## config.mk

```make
export PLATFORM = sky130hd
export DESIGN_NAME = mult_seq_ctrl_flat
export DESIGN_NICKNAME = d
export VERILOG_FILES = /design/src/rtl/mul_pkg.sv /design/src/rtl/mult_seq_ctrl_if.sv /design/src/rtl/fa_nbit.sv /design/src/rtl/mult_seq_ctrl.sv /design/src/flat_wrapper.sv
export SDC_FILE = /design/constraint.sdc
export NUM_CORES = 1
export LEC_CHECK = 0
export CAP_MARGIN = 0
export CORE_MARGIN = 5
export CORE_UTILIZATION = 31
export CTS_CLUSTER_SIZE = 16
export DETAILED_ROUTE_END_ITERATION = 10
export HOLD_SLACK_MARGIN = 0.1
export SKIP_CTS_REPAIR_TIMING = 1
export SLEW_MARGIN = 20
export SYNTH_ARGS = -nofsm -noshare
export SYNTH_HDL_FRONTEND = slang
export SYNTH_SLANG_ARGS = --single-unit
```

## constraint.sdc

```tcl
create_clock -name clk -period 18.04 [get_ports clk]
set_clock_uncertainty 0.1 [all_clocks]
set_input_delay 1.804 -clock clk [delete_from_list [all_inputs] [get_ports clk]]
set_output_delay 1.804 -clock clk [all_outputs]
set_load 0.005 [all_outputs]
```

## src/rtl/mul_pkg.sv

```systemverilog
// Shared types and constants for the sequential Booth multiplier.
package mul_pkg;

    typedef enum logic [1:0] {
        IDLE = 2'b00,
        RUN  = 2'b01,
        DONE = 2'b10
    } mul_state_e;

    typedef enum logic [1:0] {
        BOOTH_NOP = 2'b00,
        BOOTH_ADD = 2'b01,
        BOOTH_SUB = 2'b10
    } booth_op_e;

    localparam int MUL_ITER  = 33;
    localparam int MUL_CNT_W = 6;

    // Radix-2 Booth recoding on (Q LSB, q_1).
    function automatic booth_op_e booth_decode(input logic q0, input logic q_1);
        case ({q0, q_1})
            2'b01:   booth_decode = BOOTH_ADD;
            2'b10:   booth_decode = BOOTH_SUB;
            default: booth_decode = BOOTH_NOP;
        endcase
    endfunction

endpackage

```

## src/rtl/mult_seq_ctrl_if.sv

```systemverilog
// Start/busy/done handshake and operand/result bus between the EX stage and the multiplier.
interface mult_seq_ctrl_if #(parameter int WIDTH = 32);

    logic             start;
    logic             is_signed;
    logic             kill;
    logic [0:WIDTH-1] a;
    logic [0:WIDTH-1] b;
    logic             busy;
    logic             done;
    logic [0:WIDTH-1] prod_hi;
    logic [0:WIDTH-1] prod_lo;

    modport master (
        output start, is_signed, kill, a, b,
        input  busy, done, prod_hi, prod_lo
    );

    modport slave (
        input  start, is_signed, kill, a, b,
        output busy, done, prod_hi, prod_lo
    );

endinterface

```

## src/rtl/fa_nbit.sv

```systemverilog
// Big-endian ripple-carry adder (bit 0 = MSB), carry propagating from bit WIDTH-1 up to bit 0.
module fa_nbit #(
    parameter int WIDTH = 33
) (
    input  logic [0:WIDTH-1] a,
    input  logic [0:WIDTH-1] b,
    input  logic             cin,
    output logic [0:WIDTH-1] sum,
    output logic             cout,
    output logic             of
);

    logic carry;
    logic carry_msb;

    always_comb begin
        sum       = '0;
        carry     = cin;
        carry_msb = 1'b0;
        for (int i = WIDTH - 1; i >= 0; i--) begin
            if (i == 0) carry_msb = carry;
            sum[i] = a[i] ^ b[i] ^ carry;
            carry  = (a[i] & b[i]) | (carry & (a[i] ^ b[i]));
        end
        cout = carry;
        of   = carry ^ carry_msb;
    end

endmodule

```

## src/rtl/mult_seq_ctrl.sv

```systemverilog
// Sequential WIDTHxWIDTH radix-2 Booth multiplier: one shared adder, one iteration per RUN cycle.
module mult_seq_ctrl
    import mul_pkg::*;
#(
    parameter int WIDTH = 32,
    parameter int ITER  = WIDTH + 1
) (
    input  logic           clk,
    input  logic           rst_n,
    mult_seq_ctrl_if.slave bus
);

    localparam int XW = WIDTH + 1;

    mul_state_e        state, state_n;
    logic [0:XW-1]     acc, q, m;
    logic              q_1;
    logic [MUL_CNT_W-1:0] cnt;

    booth_op_e         op;
    logic [0:XW-1]     add_b;
    logic              add_cin;
    logic [0:XW-1]     sum;
    logic              add_cout, add_of;
    logic              add_flags_unused;

    logic [0:XW-1]     sh_acc, sh_q;
    logic [0:2*XW-1]   full;
    logic              last_iter;

    // State register
    always_ff @(posedge clk or negedge rst_n) begin
        if (!rst_n) state <= IDLE;
        else        state <= state_n;
    end

    assign last_iter = (cnt == MUL_CNT_W'(1));

    // Next-state logic; kill overrides everything including a same-cycle start.
    always_comb begin
        state_n = state;
        if (bus.kill) begin
            state_n = IDLE;
        end else begin
            case (state)
                IDLE:    if (bus.start) state_n = RUN;
                RUN:     if (last_iter) state_n = DONE;
                DONE:    state_n = IDLE;
                default: state_n = IDLE;
            endcase
        end
    end

    // Outputs decode the state flops only, so no input reaches them combinationally.
    always_comb begin
        bus.busy = 1'b0;
        bus.done = 1'b0;
        case (state)
            RUN:     bus.busy = 1'b1;
            DONE:    bus.done = 1'b1;
            default: ;
        endcase
    end

    // The adder runs every cycle; NOP iterations add zero.
    always_comb begin
        op = booth_decode(q[XW-1], q_1);
        case (op)
            BOOTH_ADD: add_b = m;
            BOOTH_SUB: add_b = ~m;
            default:   add_b = '0;
        endcase
        add_cin = (op == BOOTH_SUB);
    end

    fa_nbit #(.WIDTH(XW)) u_add (
        .a    (acc),
        .b    (add_b),
        .cin  (add_cin),
        .sum  (sum),
        .cout (add_cout),
        .of   (add_of)
    );

    // A 33-bit accumulator cannot overflow here, so the flags carry no information.
    assign add_flags_unused = add_cout ^ add_of;

    // Arithmetic right shift of {sum, Q, q_1}
    assign sh_acc = {sum[0], sum[0:XW-2]};
    assign sh_q   = {sum[XW-1], q[0:XW-2]};
    assign full   = {sh_acc, sh_q};

    always_ff @(posedge clk or negedge rst_n) begin
        if (!rst_n) begin
            acc         <= '0;
            q           <= '0;
            m           <= '0;
            q_1         <= 1'b0;
            cnt         <= '0;
            bus.prod_hi <= '0;
            bus.prod_lo <= '0;
        end else if (!bus.kill) begin
            if (state == IDLE && bus.start) begin
                acc <= '0;
                q_1 <= 1'b0;
                m   <= {bus.is_signed & bus.a[0], bus.a};
                q   <= {bus.is_signed & bus.b[0], bus.b};
                cnt <= MUL_CNT_W'(ITER);
            end else if (state == RUN) begin
                acc <= sh_acc;
                q   <= sh_q;
                q_1 <= q[XW-1];
                cnt <= cnt - MUL_CNT_W'(1);
                if (last_iter) begin
                    bus.prod_hi <= full[2:WIDTH+1];
                    bus.prod_lo <= full[WIDTH+2:2*WIDTH+1];
                end
            end
        end
    end

endmodule

```

## src/flat_wrapper.sv

```systemverilog
// flat-port wrapper written by rule: the top's interface ports become plain ports
module mult_seq_ctrl_flat import mul_pkg::*;
#(
    parameter int WIDTH = 32,
    parameter int ITER  = WIDTH + 1
)
  (clk, rst_n, bus_start, bus_is_signed, bus_kill, bus_a, bus_b, bus_busy, bus_done, bus_prod_hi, bus_prod_lo);
  mult_seq_ctrl_if #(.WIDTH(WIDTH)) bus_i ();
  input  logic clk;
  input  logic rst_n;
  input wire logic [$bits(bus_i.start)-1:0] bus_start;
  input wire logic [$bits(bus_i.is_signed)-1:0] bus_is_signed;
  input wire logic [$bits(bus_i.kill)-1:0] bus_kill;
  input wire logic [$bits(bus_i.a)-1:0] bus_a;
  input wire logic [$bits(bus_i.b)-1:0] bus_b;
  output wire logic [$bits(bus_i.busy)-1:0] bus_busy;
  output wire logic [$bits(bus_i.done)-1:0] bus_done;
  output wire logic [$bits(bus_i.prod_hi)-1:0] bus_prod_hi;
  output wire logic [$bits(bus_i.prod_lo)-1:0] bus_prod_lo;
  assign bus_i.start = bus_start;
  assign bus_i.is_signed = bus_is_signed;
  assign bus_i.kill = bus_kill;
  assign bus_i.a = bus_a;
  assign bus_i.b = bus_b;
  assign bus_busy = bus_i.busy;
  assign bus_done = bus_i.done;
  assign bus_prod_hi = bus_i.prod_hi;
  assign bus_prod_lo = bus_i.prod_lo;
  mult_seq_ctrl #(.WIDTH(WIDTH), .ITER(ITER)) u_core (.clk(clk), .rst_n(rst_n), .bus(bus_i));
endmodule
```

==> results.yml, run 1 <==
run_status:
  status: "completed"
drt:
  ant_nets: 0
  vias_per_cell: 4.47
  route.detailed.drc: 0
  vias: 5224
  drt_wl_total_um: 17500
  first_pass_iters: 5
  detail_route.wl_per_cell_um: 15.0
  drtIter0Drc: 241
grt:
  gr-total-overflow: 0
  grt_max_degree: 98
  use_met1: 0.172
  grt_pass1_wl_um: 29100
  grt_pass1_vias: 5419
  met3_usage: 0.0264
  track_usage: 0.129
  grt_busiest_layer: "met2"
  grt_use_met2: 0.213
  antenna_found_initial: 0
cts:
  clk_pin_slew_ns: 0.07
  cts_tree: "yes"
  cts_sinks: 171
  cts_made_buffers: 17
  clockRootBuffer: "clkbuf_16"
  insertion_delay_ns: 0.43
  htree_levels: 4
  clockBufferDepth: 2
sta:
  layout_worst_path_cycle_share: 0.836
  maxSlewHeadroom: 0.373
  drv_slew: 0
  rsz0062_at_grt: "no"
  fin_crit_ns: 15.08
  tns_ns: 0
  setup_viol: 0
  fmax_ghz: 0.0663
  report.final.hold_viol_count: 0
  tightest_slew_ns: 0.940
floorplanning:
  die_x_um: 168
  core_area_sq_um: 24400
  rows: 57
  dieArea_sq_um: 28100
  io_pins: 135
  initial_core_util: 0.316
  die_h_um: 168
synthesis:
  synth_area_leaders: "dfrtp_1, nand2_1, fa_1, o21ai_0, mux2i_1"
  ys_seq_elements: 171
  synth-main-ff-cell: "dfrtp_1"
  ys_types: 38
  synth_fp_nets: 817
  yosysTopAreaCell: "dfrtp_1"
  synth_top_area_frac: 0.556
  async_flop_share: 1.00
  syn_inst: 714
  synth-edff-count: 0
  synth_area_sq_um: 7700
  yosys_warnings: 0
  ys_seq_area_frac: 0.556
  syn_area_per_cell_sq_um: 10.8
run:
  maxCapViolations: 0
power_and_ir_drop:
  clockPowerShare: 0.262
  seqPwrFrac: 0.404
  p_sw_frac: 0.341
  power_mw: 1.47
  p_sw_mw: 0.500
  p_per_area_nw_per_um2: 147
  p_int_mw: 0.966
  ir_drop_uv: 56.1
  combPwrFrac: 0.334
  leakagePower_nw: 4.42
critical_path:
  max_stage_delay_ns: 0.44
  cp-start-kind: "flop"
  cpMostUsedCell: "fa_1"
  critical-path-top-delay-family: "adder cells"
  cp_max_fo: 17
  slowest_stage: "nand2b_1"
  worst-path-buf-inv: 2
  worstPathRequired_ns: 18.24
  path_class: "reg -> reg"
  cp.arrival_ns: 15.29
  cp-end-kind: "flop"
cells_and_area:
  ff_latch_area_sq_um: 4280
  multi_input_area_sq_um: 3130
  drive_gt1_frac: 0.0994
  diodes: 0
  nets: 935
  fillers: 2406
  area_growth_syn_to_layout_pct: 29.4
hold_path:
  hp-class: "reg -> reg"
place:
  port_buffers: 134
  gp_congestion: 0.749
  hpwl_um: 12100
==> sequential cells by signal (all words and copies together), names as in the netlist <==
| signal | cells |
|---|---|
| u_core.m | 33 |
| u_core.q | 33 |
| u_core.acc | 32 |
| u_core.bus.prod_hi | 32 |
| u_core.bus.prod_lo | 32 |
| u_core.cnt | 6 |
| u_core.state | 2 |
| u_core.q_1 | 1 |
==> kinds of logic (layout without fill, tap and decap cells) <==
logic type / after synthesis / count (layout) / share of synthesized area
AO/OA/AOI/OAI: 141 / 141 / 0.100
XOR/XNOR: 1 / 1 / 0.00114
adder cells (fa/ha/maj): 34 / 34 / 0.0865
buffers and inverters: 78 / 209 / 0.0413
flip-flops: 171 / 171 / 0.556
multiplexers: 66 / 66 / 0.0964
AND/OR/NAND/NOR: 223 / 223 / 0.119
==> placed cells by master, fill, tap and decap left out, types with 2 or more instances in the layout <==
| master | Yosys | layout |
|---|---|---|
| mux2i_1 | 31 | 31 |
| fa_1 | 32 | 32 |
| nand2b_1 | 2 | 2 |
| ha_1 | 2 | 2 |
| nor2b_1 | 4 | 3 |
| bufinv_16 | 0 | 2 |
| inv_8 | 0 | 3 |
| inv_6 | 0 | 7 |
| nand2_1 | 171 | 170 |
| dfrtp_1 | 171 | 171 |
| nor2_1 | 33 | 32 |
| mux2_4 | 10 | 10 |
| clkbuf_16 | 0 | 17 |
| o21a_1 | 2 | 2 |
| buf_4 | 0 | 8 |
| clkdlybuf4s50_1 | 0 | 133 |
| a22o_1 | 2 | 2 |
| o21ai_0 | 73 | 73 |
| a21oi_1 | 30 | 30 |
| inv_1 | 35 | 35 |
| o22ai_1 | 29 | 29 |
| mux2_2 | 24 | 24 |
| nand3_1 | 2 | 2 |
| clkbuf_8 | 0 | 2 |
==> power by group through the flow <==
stage	Combinational [mW]	Clock, mW	Sequential, mW
4_1_cts	0.504	0.396	0.595
6_report	0.489	0.385	0.593
3_5_place_dp	0.501	0	0.602
5_1_grt	0.565	0.411	0.612
2_1_floorplan	0.303	0	0.584
3_3_place_gp	0.492	0	0.597
==> synth_stat cells, types with 2 or more instances <==
cell	number
mux2_2	24
nand2b_1	2
dfrtp_1	171
o21a_1	2
clkbuf_1	31
nor2b_1	4
nand2_1	171
a22o_1	2
buf_6	2
nor3b_1	2
ha_1	2
o21ai_0	73
a21oi_1	30
buf_1	2
nand3_1	2
buf_2	8
mux2i_1	31
fa_1	32
mux2_4	10
inv_1	35
nor2_1	33
o22ai_1	29
==> routing by layer <==
metal	part of all wire	vias up	wire, um
met3	0.033	13	572
met2	0.49	99	8550
met1	0.47	2499	8160
li1	-	2613	-
met4	0.012	0	209
met5	0	-	0
==> cell type report <==
class,count,area share
Tap cell,324,0.0407
Clock inverter,13,0.0163
Sequential cell,171,0.430
Timing Repair Buffer,142,0.141
Clock buffer,19,0.0455
Multi-Input combinational cell,465,0.314
Inverter,35,0.0132
==> through the flow <==
stage / instances / utilization / area (sq um) / hold slack (ns) / worst slack [ns]
6_report: 1169 / 0.408 / 9960 / 0.380 / 2.96
5_1_grt: 1169 / 0.408 / 9960 / 0.419 / 2.18
4_1_cts: 1169 / 0.408 / 9960 / 0.390 / 2.77
3_5_place_dp: 1137 / 0.383 / 9340 / 0.374 / 2.82
3_3_place_gp: 1137 / 0.383 / 9340 / 0.361 / 3.03
2_1_floorplan: 714 / - / 7700 / 0.349 / 3.45
==> worst reg2reg max path: cells and delay by family (launching register included) <==
kind / cells / cell delay (ns)
mux: 1 / 0.27
buf+inv: 2 / 0.14
simple gates: 1 / 0.44
compound gates: 1 / 0.37
flops: 1 / 0.41
fa+ha+maj: 32 / 13.24
==> final timing paths <==
check | cells past startpoint | slack [ns] | end | start
setup / recovery | 37 | 2.96 | u_core.bus.prod_hi[0] | u_core.q_1
max in group asynchronous | 2 | 14.94 | u_core.bus.prod_hi[0] | rst_n
min in group asynchronous | 1 | 1.39 | u_core.bus.prod_lo[18] | rst_n
hold / removal | 2 | 0.38 | u_core.bus.prod_hi[22] | u_core.bus.prod_hi[22]
setup reg to reg | 37 | 2.96 | u_core.bus.prod_hi[0] | u_core.q_1
hold reg to reg | 2 | 0.38 | u_core.bus.prod_hi[22] | u_core.bus.prod_hi[22]
Power figures use the tool's default switching activity.
==> run 2, diff against run 1 <==
- clock period: 18.04 -> 15.6 ns (I/O delays scaled with it)
==> run 2 against run 1 <==
Compared with the run above:
- clock power grew 19%
- sequential share of layout area fell by 0.16 points
- clock-buffer cell count shrank 1
- combinational power is 16% higher
- utilization increased by 0.15 points
- worst hold slack worse by 0.0029 ns
- via count is 1.1% higher
- global-route usage decreased by 0.17 points
- flip-flop and latch count is the same
- fmax rose by 1.4%
- highest routed layer unchanged
- final cell count grew 0.17%
- register-to-register slack worse by 2.2 ns
==> results.yml, run 2 (synthesis results as in run 1) <==
run_status:
  status: "completed"
sta:
  rsz0062_at_grt: "no"
  fin_crit_ns: 14.87
  drv_slew: 0
  tns_ns: 0
  setup_viol: 0
  report.final.hold_viol_count: 0
  fmax_ghz: 0.0672
  maxSlewHeadroom: 0.397
  layout_worst_path_cycle_share: 0.953
  tightest_slew_ns: 0.900
cells_and_area:
  diodes: 0
  area_growth_syn_to_layout_pct: 29.9
  final_cells: 1171
  top_regs: "u_core.m x33, u_core.q x33"
  drive_gt1_frac: 0.100
  final_cell_mix: "dfrtp_1, nand2_1, clkdlybuf4s50_1, o21ai_0, inv_1"
  nets: 937
  final_common_cell: "dfrtp_1"
  fillers: 2401
drt:
  first_pass_iters: 4
  drtIter0Drc: 228
  detail_route.wl_per_cell_um: 14.8
  ant_nets: 0
  vias_per_cell: 4.51
  route.detailed.drc: 0
  drt_wl_total_um: 17400
  vias: 5283
critical_path:
  worstPathRequired_ns: 15.80
  worst-path-buf-inv: 3
  slowest_stage: "fa_1"
  cpMostUsedCell: "fa_1"
  rr_worst_depth: 38
  cp-start-kind: "flop"
  path_class: "reg -> reg"
  cp_max_fo: 16
  cp.arrival_ns: 15.07
  critical-path-top-delay-family: "adder cells"
  cp-end-kind: "flop"
  max_stage_delay_ns: 0.44
  critical_path_depth: 38
hold_path:
  whs_path_depth: 2
  hp-class: "reg -> reg"
run:
  maxCapViolations: 0
floorplanning:
  die_h_um: 168
  dieArea_sq_um: 28100
  io_pins: 135
  rows: 57
  initial_core_util: 0.316
  die_x_um: 168
  core_area_sq_um: 24400
grt:
  grt_max_degree: 64
  gr-total-overflow: 0
  grt_pass1_vias: 5422
  grt_pass1_wl_um: 28800
  antenna_found_initial: 0
  track_usage: 0.127
power_and_ir_drop:
  power_mw: 1.71
  leakagePower_nw: 4.44
  p_per_area_nw_per_um2: 171
  ir_drop_uv: 60.6
place:
  numPlacedInstances: 1139
  gp_congestion: 0.750
  hpwl_um: 12100
  port_buffers: 134
cts:
  clk_pin_slew_ns: 0.07
  cts_tree: "yes"
  insertion_delay_ns: 0.42
  cts_made_buffers: 17
  clockRootBuffer: "clkbuf_16"
  htree_levels: 4
  cts_sinks: 171
  clockBufferDepth: 2
[run 2: changes by cell type in the layout (fill, tap and decap cells not counted)]
| cell | before | now |
|---|---|---|
| clkinv_2 | 0 | 1 |
| clkbuf_1 | 0 | 1 |
| buf_4 | 8 | 10 |
| inv_6 | 7 | 4 |
| inv_8 | 3 | 2 |
| bufinv_16 | 2 | 4 |
| clkinv_4 | 0 | 2 |
| clkbuf_8 | 2 | 0 |
[run 2: area by class of cell]
| class | count | area [sq um] | share of cell area |
|---|---|---|---|
| clock buffers | 18 | 429 | 0.0429 |
| clock inverters | 14 | 208 | 0.0208 |
| inverters | 35 | 131 | 0.0131 |
| multi-input cells | 465 | 3130 | 0.313 |
| flip-flops and latches | 171 | 4280 | 0.428 |
| well taps | 324 | 405 | 0.0406 |
| repair buffers | 144 | 1420 | 0.142 |
[run 2: metal layers]
metal | wire length, um | global-route usage | vias up | part of all wire
met5 | 0 | 0 | - | 0
met4 | 133 | 0.0335 | 0 | 0.0077
met3 | 597 | 0.0281 | 13 | 0.034
met2 | 8500 | 0.210 | 104 | 0.49
met1 | 8120 | 0.170 | 2547 | 0.47
li1 | - | - | 2619 | -
[run 2: worst paths after layout]
| check | startpoint | end | slack [ns] |
|---|---|---|---|
| min in group asynchronous | rst_n | u_core.q[17] | 1.00 |
| worst min-delay path | u_core.bus.prod_hi[6] | u_core.bus.prod_hi[6] | 0.38 |
| max in group asynchronous | rst_n | u_core.acc[12] | 12.56 |
| worst max register to register | u_core.q_1 | u_core.bus.prod_hi[0] | 0.73 |
| worst min register to register | u_core.bus.prod_hi[6] | u_core.bus.prod_hi[6] | 0.38 |
| worst max-delay path | u_core.q_1 | u_core.bus.prod_hi[0] | 0.73 |
[run 2: metrics by stage]
step / hold slack [ns] / cell area (sq um) / util / setup WS, ns
after floorplan: 0.349 / 7700 / - / 1.01
after global routing: 0.419 / 10000 / 0.410 / 0.0924
after detailed placement: 0.371 / 9360 / 0.384 / 0.614
final: 0.377 / 10000 / 0.410 / 0.729
after CTS: 0.384 / 9990 / 0.410 / 0.553
after global placement: 0.362 / 9360 / 0.384 / 0.788
[run 2: worst reg2reg max path, delay by kind of cell (launching register included)]
| kind | cells | cell delay (ns) |
|---|---|---|
| adders and majority gates | 32 | 13.24 |
| buffers and inverters | 3 | 0.33 |
| DFF | 1 | 0.41 |
| muxes | 1 | 0.27 |
| and+or+nand+nor | 1 | 0.15 |
| AOI/OAI and AO/OA | 1 | 0.25 |
[run 2: where the power goes]
group / total, mW / switching (mW) / leakage [nW] / internal, mW
sequential: 0.686 / 0.0923 / 2.25 / 0.593
clock: 0.459 / 0.186 / 0.310 / 0.273
combinational: 0.567 / 0.293 / 1.88 / 0.274
total: 1.71 / 0.571 / 4.44 / 1.14
==> run 3, diff against run 2 <==
- CAP_MARGIN: 0 -> default
- CORE_UTILIZATION: 31 -> 53
- PLACE_DENSITY: default -> 0.8
==> run 3 against run 2 <==
Compared with the run above:
- routed wire length is 2.2% lower
- register-to-register slack got worse by 0.19 ns
- power shrank 1.1%
- combinational power increased by 1%
- flip-flop and latch count did not move
- critical path type unchanged
- largest cell class unchanged
==> results.yml, run 3 (synthesis results as in run 1) <==
run_status:
  status: "completed"
critical_path:
  cp-start-kind: "flop"
  critical-path-top-delay-family: "adder cells"
  r2r_setup_slack_ns: 0.54
  cp-end-kind: "flop"
  cpMostUsedCell: "fa_1"
  r2r_end: "u_core.bus.prod_hi[0]"
  slowest_stage: "fa_1"
  path_class: "reg -> reg"
  worstPathRequired_ns: 15.81
  worst-path-buf-inv: 3
  max_stage_delay_ns: 0.45
  cp.arrival_ns: 15.27
  rr_worst_depth: 38
  cp_max_fo: 19
  r2r_start: "u_core.q_1"
floorplanning:
  core_area_sq_um: 14400
  die_h_um: 131
  io_pins: 135
  die_x_um: 131
  rows: 44
  initial_core_util: 0.536
  dieArea_sq_um: 17000
grt:
  grt_pass1_vias: 5765
  gr-total-overflow: 0
  track_usage: 0.211
  use_met1: 0.274
  grt_max_degree: 90
  met3_usage: 0.0492
  antenna_found_initial: 1
  grt_use_met2: 0.349
  grt_pass1_wl_um: 28000
  grt_busiest_layer: "met2"
sta:
  worst_slack_ns: 0.539
  worst_hold_slack_ns: 0.377
  fin_crit_ns: 15.06
  maxSlewHeadroom: 0.439
  layout_worst_path_cycle_share: 0.965
  setup_viol: 0
  report.final.hold_viol_count: 0
  tns_ns: 0
  rsz0062_at_grt: "no"
  tightest_slew_ns: 0.842
  fmax_ghz: 0.0664
  drv_slew: 0
place:
  gp_congestion: 0.835
  numPlacedInstances: 998
  hpwl_um: 11700
  port_buffers: 134
  place_ws_ns: 0.540
hold_path:
  hp-class: "reg -> reg"
  hp-start: "u_core.bus.prod_hi[24]"
  whs_endpoint: "u_core.bus.prod_hi[24]"
  whs_path_depth: 2
power_and_ir_drop:
  seqPwrFrac: 0.409
  ir_drop_uv: 93.7
  p_sw_mw: 0.559
  clockPowerShare: 0.251
  p_sw_frac: 0.331
  p_per_area_nw_per_um2: 173
  p_int_mw: 1.13
  leakagePower_nw: 4.42
  power_mw: 1.69
  combPwrFrac: 0.340
cts:
  clockBufferDepth: 2
  htree_levels: 4
  insertion_delay_ns: 0.42
  cts_sinks: 171
  clockRootBuffer: "clkbuf_16"
  cts_tree: "yes"
  cts_made_buffers: 17
  clk_pin_slew_ns: 0.06
cells_and_area:
  final_cells: 1031
  final_common_cell: "dfrtp_1"
  fillers: 1023
  final_cell_mix: "dfrtp_1, nand2_1, clkdlybuf4s50_1, o21ai_0, inv_1"
  top_regs: "u_core.m x33, u_core.q x33"
  multi_input_area_sq_um: 3130
  area_growth_syn_to_layout_pct: 27.1
  nets: 936
  ff_latch_area_sq_um: 4280
  drive_gt1_frac: 0.0946
drt:
  drtIter0Drc: 351
  route.detailed.drc: 0
  first_pass_iters: 5
  drt_wl_total_um: 17000
  vias_per_cell: 5.32
  ant_nets: 0
  detail_route.wl_per_cell_um: 16.5
  vias: 5484
run:
  maxCapViolations: 0
==> run 3: changes by cell type in the layout (fill, tap and decap cells not counted) <==
cell and delta:
inv_6 -4, clkbuf_8 +3, bufinv_16 -1, clkinv_4 -2
inv_8 -2, diode_2 +1, buf_4 -2, clkinv_2 +2
buf_6 +1, clkbuf_1 +4
==> run 3: layer usage <==
layer  vias up  wire [um]
li1       2599          -
met2       127       8580
met1      2728       7140
met3        30        842
met4         0        408
met5         -          0
==> run 3: final cells by class <==
| class | instances | area share |
|---|---|---|
| Sequential cell | 171 | 0.438 |
| Clock inverter | 7 | 0.0115 |
| Antenna cell | 1 | 0.000256 |
| Tap cell | 184 | 0.0235 |
| Timing Repair Buffer | 143 | 0.145 |
| Multi-Input combinational cell | 465 | 0.320 |
| Inverter | 35 | 0.0134 |
| Clock buffer | 25 | 0.0496 |
==> run 3: worst max path at each step <==
stage | start | end | depth (start not counted) | slack, ns
2_1_floorplan | u_core.q_1 | u_core.bus.prod_hi[0] | 39 | 1.01
3_3_place_gp | u_core.q_1 | u_core.bus.prod_hi[0] | 38 | 0.79
3_5_place_dp | u_core.q_1 | u_core.bus.prod_hi[0] | 38 | 0.54
4_1_cts | u_core.q_1 | u_core.bus.prod_hi[0] | 38 | 0.43
5_1_grt | u_core.q_1 | u_core.bus.prod_hi[0] | 38 | 0.05
6_report | u_core.q_1 | u_core.bus.prod_hi[0] | 38 | 0.54
==> run 3: metrics by stage <==
step	cell area, sq um	utilization
2_1_floorplan	7700	-
3_3_place_gp	9170	0.638
3_5_place_dp	9170	0.638
4_1_cts	9770	0.680
5_1_grt	9780	0.681
6_report	9780	0.681
==> run 3: power by group through the flow <==
stage | clock network, mW | registers, mW | logic, mW
after floorplan | 0 | 0.675 | 0.351
after CTS | 0.431 | 0.691 | 0.584
final | 0.425 | 0.692 | 0.575
after global placement | 0 | 0.687 | 0.548
after detailed placement | 0 | 0.697 | 0.578
after global routing | 0.451 | 0.710 | 0.655
==> run 3: worst reg2reg max path: cells and delay by family, from the launching register on <==
| family | cells | cell delay [ns] |
|---|---|---|
| compound gates | 1 | 0.25 |
| fa+ha+maj | 32 | 13.42 |
| buf+inv | 3 | 0.35 |
| flops | 1 | 0.41 |
| mux | 1 | 0.27 |
| simple gates | 1 | 0.15 |
